$ cat config.mk
export PLATFORM = sky130hd
export DESIGN_NAME = timestamp_event_assembler
export DESIGN_NICKNAME = d
export VERILOG_FILES = /design/src/rtl/timestamp_event_assembler.sv
export SDC_FILE = /design/constraint.sdc
export NUM_CORES = 1
export LEC_CHECK = 0
export BUFFER_PORTS_ARGS = -buffer_cell sky130_fd_sc_hd__buf_2
export CAP_MARGIN = 20
export CORE_UTILIZATION = 53
export DETAILED_ROUTE_END_ITERATION = 8
export GPL_TIMING_DRIVEN = 0
export PLACE_DENSITY = 0.87
export SYNTH_ARGS = -nofsm -noshare
export SYNTH_HDL_FRONTEND = slang
export SYNTH_SLANG_ARGS = --single-unit
$ cat constraint.sdc
create_clock -name BUS_CLK -period 6 [get_ports BUS_CLK]
set_clock_uncertainty 0.15 [all_clocks]
set_input_delay 1.5 -clock BUS_CLK [delete_from_list [all_inputs] [get_ports BUS_CLK]]
set_output_delay 1.5 -clock BUS_CLK [all_outputs]
set_load 0.01 [all_outputs]
$ cat src/rtl/timestamp_event_assembler.sv
// ----------------------------------------------------------------------------
// timestamp_event_assembler
//
// Drains the first-word-fall-through FIFO of the timestamp core, reassembles
// each 3-word record into one 64-bit timestamp and offers it on a valid/ready
// stream. Every popped word has its identifier and index checked. Protocol
// errors are counted in a saturating counter for the readout/trigger logic.
//
// Upstream word layout: [31:28] identifier, [27:24] index (0,1,2),
// [23:0] payload. TS = {w0[15:0], w1[23:0], w2[23:0]}.
//
// Ports
//   BUS_CLK     in   1          clock
//   BUS_RST     in   1          asynchronous active-high reset
//   ENABLE      in   1          1 = drain the FIFO, 0 = hold (partial record kept)
//   FIFO_EMPTY  in   1          upstream FIFO empty
//   FIFO_DATA   in   32         upstream head word, valid while FIFO_EMPTY=0
//   FIFO_READ   out  1          pop strobe (combinational), one word per cycle
//   TS_VALID    out  1          assembled timestamp available
//   TS_READY    in   1          consumer accepts on TS_VALID & TS_READY
//   TS_DATA     out  64         assembled timestamp, stable while TS_VALID=1
//   ERR_COUNT   out  ERR_WIDTH  saturating protocol-error counter
//   ERR_CLR     in   1          synchronous clear of ERR_COUNT (wins over +1)
// ----------------------------------------------------------------------------
module timestamp_event_assembler #(
    parameter logic [3:0]  IDENTIFIER = 4'b0001,
    parameter int unsigned ERR_WIDTH  = 8
) (
    input  logic                 BUS_CLK,
    input  logic                 BUS_RST,
    input  logic                 ENABLE,
    input  logic                 FIFO_EMPTY,
    input  logic [31:0]          FIFO_DATA,
    output logic                 FIFO_READ,
    output logic                 TS_VALID,
    input  logic                 TS_READY,
    output logic [63:0]          TS_DATA,
    output logic [ERR_WIDTH-1:0] ERR_COUNT,
    input  logic                 ERR_CLR
);

    localparam int unsigned PAY_W  = 24;
    localparam int unsigned W0_W   = 16;
    localparam int unsigned TS_W   = 64;
    localparam int unsigned IDX_W  = 4;

    localparam logic [ERR_WIDTH-1:0] ERR_MAX = '1;

    // W0/W1/W2 encodings double as the index expected in that state
    typedef enum logic [1:0] {
        S_W0  = 2'd0,
        S_W1  = 2'd1,
        S_W2  = 2'd2,
        S_OUT = 2'd3
    } state_t;

    state_t                 r_state;
    state_t                 w_state_nxt;

    logic [W0_W-1:0]        r_w0;
    logic [PAY_W-1:0]       r_w1;
    logic [TS_W-1:0]        r_ts_data;
    logic                   r_ts_valid;
    logic [ERR_WIDTH-1:0]   r_err_count;

    // Word decode
    logic [3:0]             w_id;
    logic [IDX_W-1:0]       w_idx;
    logic [PAY_W-1:0]       w_payload;
    logic [IDX_W-1:0]       w_idx_exp;
    logic                   w_id_ok;
    logic                   w_idx_ok;
    logic                   w_idx_zero;
    logic                   w_pop;

    // Output-decode strobes
    logic                   w_err;
    logic                   w_ld_w0;
    logic                   w_ld_w1;
    logic                   w_ld_ts;
    logic                   w_ts_ack;

    assign w_id       = FIFO_DATA[31:28];
    assign w_idx      = FIFO_DATA[27:24];
    assign w_payload  = FIFO_DATA[23:0];
    assign w_idx_exp  = IDX_W'(r_state);
    assign w_id_ok    = (w_id == IDENTIFIER);
    assign w_idx_ok   = (w_idx == w_idx_exp);
    assign w_idx_zero = (w_idx == '0);

    // Pop only while collecting words; reset forces the strobe low
    assign w_pop = ENABLE & ~FIFO_EMPTY & ~BUS_RST & (r_state != S_OUT);

    // State register
    always_ff @(posedge BUS_CLK or posedge BUS_RST) begin
        if (BUS_RST) begin
            r_state <= S_W0;
        end else begin
            r_state <= w_state_nxt;
        end
    end

    // Next-state logic
    always_comb begin
        w_state_nxt = r_state;
        case (r_state)
            S_OUT: begin
                if (TS_READY) begin
                    w_state_nxt = S_W0;
                end
            end
            default: begin
                if (w_pop && w_id_ok) begin
                    if (w_idx_ok) begin
                        case (r_state)
                            S_W0:    w_state_nxt = S_W1;
                            S_W1:    w_state_nxt = S_W2;
                            default: w_state_nxt = S_OUT;
                        endcase
                    end else if (w_idx_zero) begin
                        // Unexpected start of a new record: restart with it as w0
                        w_state_nxt = S_W1;
                    end else begin
                        w_state_nxt = S_W0;
                    end
                end
                // A bad identifier is dropped without touching the state
            end
        endcase
    end

    // Output decode
    always_comb begin
        FIFO_READ = 1'b0;
        w_err     = 1'b0;
        w_ld_w0   = 1'b0;
        w_ld_w1   = 1'b0;
        w_ld_ts   = 1'b0;
        w_ts_ack  = 1'b0;
        if (r_state == S_OUT) begin
            w_ts_ack = TS_READY;
        end else if (w_pop) begin
            FIFO_READ = 1'b1;
            w_err     = ~w_id_ok | ~w_idx_ok;
            // Index 0 is either the expected w0 or a restart; both store it
            w_ld_w0   = w_id_ok & w_idx_zero;
            w_ld_w1   = w_id_ok & w_idx_ok & (r_state == S_W1);
            w_ld_ts   = w_id_ok & w_idx_ok & (r_state == S_W2);
        end
    end

    // Partial-record registers
    always_ff @(posedge BUS_CLK or posedge BUS_RST) begin
        if (BUS_RST) begin
            r_w0 <= '0;
            r_w1 <= '0;
        end else begin
            if (w_ld_w0) begin
                r_w0 <= w_payload[W0_W-1:0];
            end
            if (w_ld_w1) begin
                r_w1 <= w_payload;
            end
        end
    end

    // Output timestamp and its valid flag
    always_ff @(posedge BUS_CLK or posedge BUS_RST) begin
        if (BUS_RST) begin
            r_ts_data  <= '0;
            r_ts_valid <= 1'b0;
        end else begin
            if (w_ld_ts) begin
                r_ts_data  <= {r_w0, r_w1, w_payload};
                r_ts_valid <= 1'b1;
            end else if (w_ts_ack) begin
                r_ts_valid <= 1'b0;
            end
        end
    end

    // Saturating error counter; clear wins over a same-cycle error
    always_ff @(posedge BUS_CLK or posedge BUS_RST) begin
        if (BUS_RST) begin
            r_err_count <= '0;
        end else if (ERR_CLR) begin
            r_err_count <= '0;
        end else if (w_err && (r_err_count != ERR_MAX)) begin
            r_err_count <= r_err_count + ERR_WIDTH'(1);
        end
    end

    assign TS_VALID  = r_ts_valid;
    assign TS_DATA   = r_ts_data;
    assign ERR_COUNT = r_err_count;

endmodule
==> impl_results.md, run 1 <==
* Pin count of the biggest net entering global routing at 76
* Dpl ws at 1941 ps
* Number of global-route vias before repair at 3157
* TritonRoute pass-1 iters at 4
* Crit path capture type: output port
* Max-slew violations at 0
* Final setup vio count at 0
* I/O pins at 112
* Post-route ant nets at 0
* Unique masters post-synth at 41
* Flop2flop setup slack at about 3500 ps
* Full die area at 0.009219 mm^2
* Nets at 472
* Seq/Total Area, Yosys at about three fifths
* Met1 GRT Util at between 20 and 30%
* Non-Filler Instances at 550
* IO buf count at 110
* Worst-path clk slew at roughly 50 ps
* Outcome: completed
* Top-count cell post-synth: dfrtp_1
* Die height at 96.02 um
* Slowest stage delay, CP at 490 ps
* CTS Hold Bufs at 0
* Number of max-cap violations at 0
* Synth area leader: dfrtp_1
* EDFF count, synth at 0
* Max Buffers Root-to-Sink at 2
* GR Layer Usage met2 at 37.53%
* Post-Synth Adder-Cell Area at 0.2671%
* Synthesized area per cell at roughly 15 um^2
* Register bit total from synthesis at 115
* Ys Warns at 0
* Crit Path Category: in -> out
* Setup Buffers After CTS at 0
* Global Route Usage Sum at 22.88%
* Fmax at 246.7 MHz
* Starting DRC count in detailed routing at around 100
* Leakage power at 3.294 nW
* Slowest CP cell: or3b_2
* Synth Cell Area at 0.004684 mm^2
* Fin. Hold Viols at 0
* Worst setup SP type: input pin
* Detailed placement HPWL at 6.506 mm
* Final TNS setup at 0 ps
* Via/cell ratio at approximately 5.4
* Total congestion overflow at 0
* Worst reg-to-reg path cell count at 7
* Floorplan die width at 96.02 um
* RD Place Congestion at 0.8757
* Core footprint at between 0.008 and 0.009 mm^2
* Share of cells above drive strength 1 at 49.21%
* Max IR drop VDD at 0.1822 mV
* Final wirelength at 9.627 mm
* P per Cell Area at 312.8 mW/mm^2
* Fin crit period at 4053 ps
* Worst-margin pin slew at 626.2 ps
* Period utilization at 67.55%
* Inst Count DP at 519
* Crit path cell chain: buf_2 -> or3b_2 -> a21oi_1 -> buf_2
* Ant diodes at 0
* CTS sink cnt at around 120
* RSZ-0062 raised after global routing: no
* Most Used Layer, Global Route: met2
* Top cells by area, synth: dfrtp_1 (61%), mux2_2 (13%), mux2_1 (12%), buf_8 (1.6%), a21oi_1 (0.96%)
* Area grow syn2layout at 28.55%
* CP arrival at 2400 ps
* Core Rows at 33
* Main synth FF type: dfrtp_1
* XOR/XNOR Fraction of Synth Area at 0.3739%
* Initial antenna violation count at 0
* Initial Utilization at 55.89%
* Post-Syn Instances at 303
* CTS root buf: clkbuf_8
* Min-Delay Path Depth at 1
* Synth Area in Simple Gates at 6.704%
* Synth Area in Compound Gates at 2.537%
* Clock buffer count from CTS at 17
* CP max FO at 3
* Hold Crit Class: reg -> reg
* Synth top area share at 61.43%
* Met3 GRT Util at roughly 7.7%
* CTS tree: done
* CP required at roughly 4400 ps
* Largest family of logic cells by synthesized area: multiplexers
* Post-synth top cells: dfrtp_1 (115), mux2_2 (56), mux2_1 (49)
* DR vias at roughly 3000
* DRC at 0
* Final WS setup at 1947 ps
* CP dominant cell by count: buf_2
* Mux cell area share after synthesis at about a quarter
* Cts repair resizes at 0
* H-tree depth at 4
* Syn nets at 342
* DR WL/cell at about 18 um
* Global-route wire length before repair at 15.41 mm
* Worst-Skew Late Latency at 490 ps
* Relative slew slack at ~58%
* Post-synth ARST share at 100.0%
==> metal layers <==
| layer | part of all wire, % | wire, um |
|---|---|---|
| met5 | 0 | 0 |
| met4 | 1.2 | 112 |
| met3 | 5.5 | 531 |
| met2 | 52 | 4982 |
| met1 | 42 | 4000 |
==> worst paths after layout <==
check,from,to
max,BUS_RST,FIFO_READ
min,TS_VALID$_DFFE_PP0P_,TS_VALID$_DFFE_PP0P_
max reg2reg,r_state[0]$_DFFE_PP0P_,TS_DATA[2]$_DFFE_PP0P_
min reg2reg,TS_VALID$_DFFE_PP0P_,TS_VALID$_DFFE_PP0P_
max in group asynchronous,BUS_RST,r_w1[3]$_DFFE_PP0P_
min in group asynchronous,BUS_RST,ERR_COUNT[5]$_DFFE_PP0P_
==> power breakdown <==
part           total, mW  internal (mW)  leakage [nW]  switching (mW)
combinational     0.0550         0.0198          1.39          0.0352
clock               1.04          0.716         0.300           0.329
sequential         0.784          0.781          1.60         0.00269
==> final cells by class <==
| cell class | count | area (um^2) |
|---|---|---|
| plain buffers | 15 | 150.1 |
| repair buffers | 111 | 578.1 |
| multi-input cells | 170 | 1645 |
| flip-flops and latches | 115 | 2878 |
| inverters | 3 | 13.76 |
| fillers | 564 | 2360 |
| clock buffers | 23 | 476.7 |
| clock inverters | 8 | 148.9 |
| well taps | 105 | 131.4 |
==> sequential cells by signal, summed over array words and instances, names as in the netlist <==
| name | flops |
|---|---|
| ERR_COUNT | 8 |
| r_w0 | 16 |
| r_w1 | 24 |
| r_state | 2 |
| TS_VALID | 1 |
| TS_DATA | 64 |
==> stage by stage <==
stage / power (mW) / cell area, um^2 / util [%] / hold slack, ps
5_1_grt: 1.947 / 6022 / 71.85 / 340.2
3_5_place_dp: 0.8527 / 5396 / 64.38 / 311.7
6_report: 1.884 / 6022 / 71.85 / 320.3
3_3_place_gp: 0.8476 / 5366 / 64.02 / 303.7
2_1_floorplan: 0.8224 / 4684 / - / 310.2
4_1_cts: 1.904 / 6022 / 71.85 / 323.8
==> critical path, delay by kind of cell <==
family / cells / cell delay, ps
simple gates: 1 / 490
buf+inv: 2 / 260
compound gates: 1 / 140
==> placed cells by master, fill, tap and decap left out, drive strengths merged, types with 3 or more instances in the layout <==
master,instances
a21oi,9
buf,125
bufinv,4
clkbuf,24
dfrtp,115
inv,3
mux2,105
nand2,5
nand3,8
nor2,6
nor4,4
nor4b,3
o31ai,3
or4,3
==> kinds of logic (layout without fill, tap and decap cells) <==
kind of cell / after synthesis / after routing
AND/OR/NAND/NOR: 43 / 43
buffers and inverters: 18 / 160
flip-flops: 115 / 115
AO/OA/AOI/OAI: 19 / 19
adder cells (fa/ha/maj): 1 / 1
multiplexers: 105 / 105
XOR/XNOR: 2 / 2
No activity file was read; power rests on OpenSTA's default activity.
==> inputs of run 2 (changes only) <==
- ABC_AREA: unset -> 1
- clock period: 6 -> 4.2 ns (I/O delays scaled with it)
==> impl_results.md, run 2 <==
* Seq/Total Area, Yosys at 60.13% (-1.3 points)
* Max Buffers Root-to-Sink at 2 (unchanged)
* Crit path capture type: output port
* Switch share at 23.25% (+3.8 points)
* Cts repair resizes at 0 (unchanged)
* Fin crit period at 3427 ps
* Max-slew violations at 0 (unchanged)
* DRC at 0 (unchanged)
* Max IR drop VDD at 0.3109 mV (+71%)
* Ant diodes at 0 (unchanged)
* P_sw at 0.6212 mW (+69%)
* RSZ-0062 raised after global routing: no
* Initial Utilization at 54.88% (-1.0 points)
* CTS root buf: clkbuf_8
* Area grow syn2layout at 27.32%
* Detailed placement HPWL at 8.014 mm (+23%)
* Nets at 684 (+45%)
* Floorplan die width at 97.03 um (+1.1%)
* Post-Syn Instances at 514 (+70%)
* Worst-path clk slew at 50 ps (about the same)
* Sequential share of power at 43.1% (+1.5 points)
* Worst setup SP type: input pin
* Unique masters post-synth at 24 (-41%)
* Hold Crit Class: reg -> reg
* IO buf count at 110 (unchanged)
* Clock share of power at 51.6% (-3.9 points)
* Core Rows at 34 (+3.0%)
* Hold_ws at 334.2 ps (+13.97 ps)
* Area of placed instances at 0.005515 mm^2 (+2.2%)
* Top-count cell post-synth: nand2_1
* Final setup vio count at 0 (unchanged)
* Synthesized area per cell at 9.311 um^2 (-40%)
* Global Route Usage Sum at 26.58% (+3.7 points)
* Register bit total from synthesis at 115 (unchanged)
* Synth top area share at 60.13% (-1.3 points)
* Period utilization at 81.60%
* DR WL/cell at 15.21 um (-13%)
* Synth Cell Area at 0.004786 mm^2 (+2.2%)
* Util after Layout at 69.87% (-2.0 points)
* Post-route ant nets at 0 (unchanged)
* Via/cell ratio at 5.221 (-4.0%)
* Worst-margin pin slew at 678.8 ps (+52.59 ps)
* TritonRoute pass-1 iters at 5 (+1)
* Dpl ws at 712.4 ps (-1229 ps)
* Full die area at 0.009414 mm^2 (+2.1%)
* RD Place Congestion at 0.8255 (-5.7%)
* CTS sink cnt at 115 (unchanged)
* Fin area at 0.006093 mm^2 (+1.2%)
* Clock buffer count from CTS at 17 (unchanged)
* Commonest cells after routing, fill and taps aside: nand2_1 (138), dfrtp_1 (115), buf_2 (115), inv_1 (76), o21ai_1 (55)
* Final TNS setup at 0 ps (unchanged)
* Syn nets at 553 (+62%)
* Number of global-route vias before repair at 4065 (+29%)
* Internal power at 2.051 mW (+35%)
* Crit Path Category: in -> out
* Max reg flops at 64 (unchanged)
* DR vias at 3999 (+34%)
* Main synth FF type: dfrtp_1
* Post-synth top cells: nand2_1 (138), dfrtp_1 (115), inv_1 (77)
* CTS Hold Bufs at 0 (unchanged)
* Synth area leader: dfrtp_1
* HP Start: r_w0[15]$_DFFE_PP0P_
* CP max FO at 29 (+26)
* P per Cell Area at 438.5 mW/mm^2 (+40%)
* Global-route wire length before repair at 19.16 mm (+24%)
* Final WS setup at 772.9 ps (-1174 ps)
* Fmax at 291.8 MHz
* Pin count of the biggest net entering global routing at 46 (-39%)
* Ys Warns at 0 (unchanged)
* EDFF count, synth at 0 (unchanged)
* Worst R2R Start: r_state[0]$_DFFE_PP0P_
* Outcome: completed
* I/O pins at 112 (unchanged)
* H-tree depth at 4 (unchanged)
* CP arrival at 2230 ps (-170 ps)
* Leakage power at 3.186 nW (-3.3%)
* Fin. Hold Viols at 0 (unchanged)
* Die height at 97.03 um (+1.1%)
* Top cells by area, synth: dfrtp_1 (60%), nand2_1 (11%), inv_1 (6.0%), o21ai_1 (5.8%), o21ai_0 (3.9%)
* Combinational power share at 5.3% (+2.4 points)
* Setup Buffers After CTS at 0 (unchanged)
* Commonest non-fill, non-tap cell in the layout: nand2_1
* Worst-Skew Late Latency at 510 ps (+20 ps)
* Core footprint at 0.008721 mm^2 (+4.0%)
* Starting DRC count in detailed routing at 222 (+120%)
* Relative slew slack at 54.65% (-3.3 points)
* Final wirelength at 11.65 mm (+21%)
* CTS tree: done
* Initial antenna violation count at 0 (unchanged)
* Share of cells above drive strength 1 at 28.57% (-21 points)
* Number of max-cap violations at 0 (unchanged)
* Post-synth ARST share at 100.0% (unchanged)
* Total congestion overflow at 0 (unchanged)
* CP required at 3000 ps (-1350 ps)
* Crit. Startpoint: BUS_RST
## run 2: cell types whose count changed after synthesis, sizes merged, moves of 4 or more
cell,change
inv,+75
o21ai,+106
nor2,+12
buf,+6
nor4,-4
a21oi,-9
nand2,+136
nand3,+6
mux2,-105
## run 2: power by group through the flow
stage                     clock network [mW]  registers, mW  logic, mW
after floorplan                            0           1.17     0.0822
after global placement                     0           1.17      0.125
after detailed placement                   0           1.17      0.139
after CTS                               1.39           1.15      0.141
after global routing                    1.44           1.15      0.159
final                                   1.38           1.15      0.141
## run 2: critical path: stages
cell        delay (ps)
buf_2              100
clkinvlp_4         540
nand3b_4           310
nor2_4              80
buf_2              140
## run 2: final timing paths
path | to | slack (ps) | cells past startpoint
max in group asynchronous | TS_DATA[48]$_DFFE_PP0P_ | 2770 | 3
min reg2reg | r_w0[15]$_DFFE_PP0P_ | 330 | 2
min in group asynchronous | r_w0[13]$_DFFE_PP0P_ | 490 | 2
max | FIFO_READ | 770 | 5
max reg2reg | r_w1[12]$_DFFE_PP0P_ | 2290 | 8
min | r_w0[15]$_DFFE_PP0P_ | 330 | 2
## run 2: cell families (layout without fill, tap and decap cells)
kind of cell / after synthesis / count (layout) / share of synthesized area [%]
and+or+nand+nor: 182 / 182 / 15.90
DFF: 115 / 115 / 60.13
AOI/OAI and AO/OA: 108 / 108 / 12.55
buffers and inverters: 103 / 247 / 10.25
xor gates and xnor gates: 5 / 5 / 0.9152
adders and majority gates: 1 / 1 / 0.2614
## run 2: layout make-up
class                   instances  area [um^2]
plain buffers                  24        193.9
clock buffers                  20        445.4
clock inverters                12        132.6
fillers                       590         2628
inverters                      79        300.3
multi-input cells             296         1418
flip-flops and latches        115         2878
well taps                     108        135.1
repair buffers                112        590.6
## run 2: metal layers
metal / vias to the layer above / track usage [%] / wire length, um
met1: 1936 / 31.50 / 4753
met4: 0 / 15.96 / 427
met5: - / 0 / 0
met3: 40 / 6.575 / 580
li1: 1869 / - / -
met2: 154 / 43.82 / 5888
## run 2: through the flow
stage / total power [mW] / cells
global placement: 1.293 / 732
floorplan: 1.251 / 514
global route: 2.754 / 766
CTS: 2.685 / 766
detailed placement: 1.308 / 734
finish: 2.672 / 766
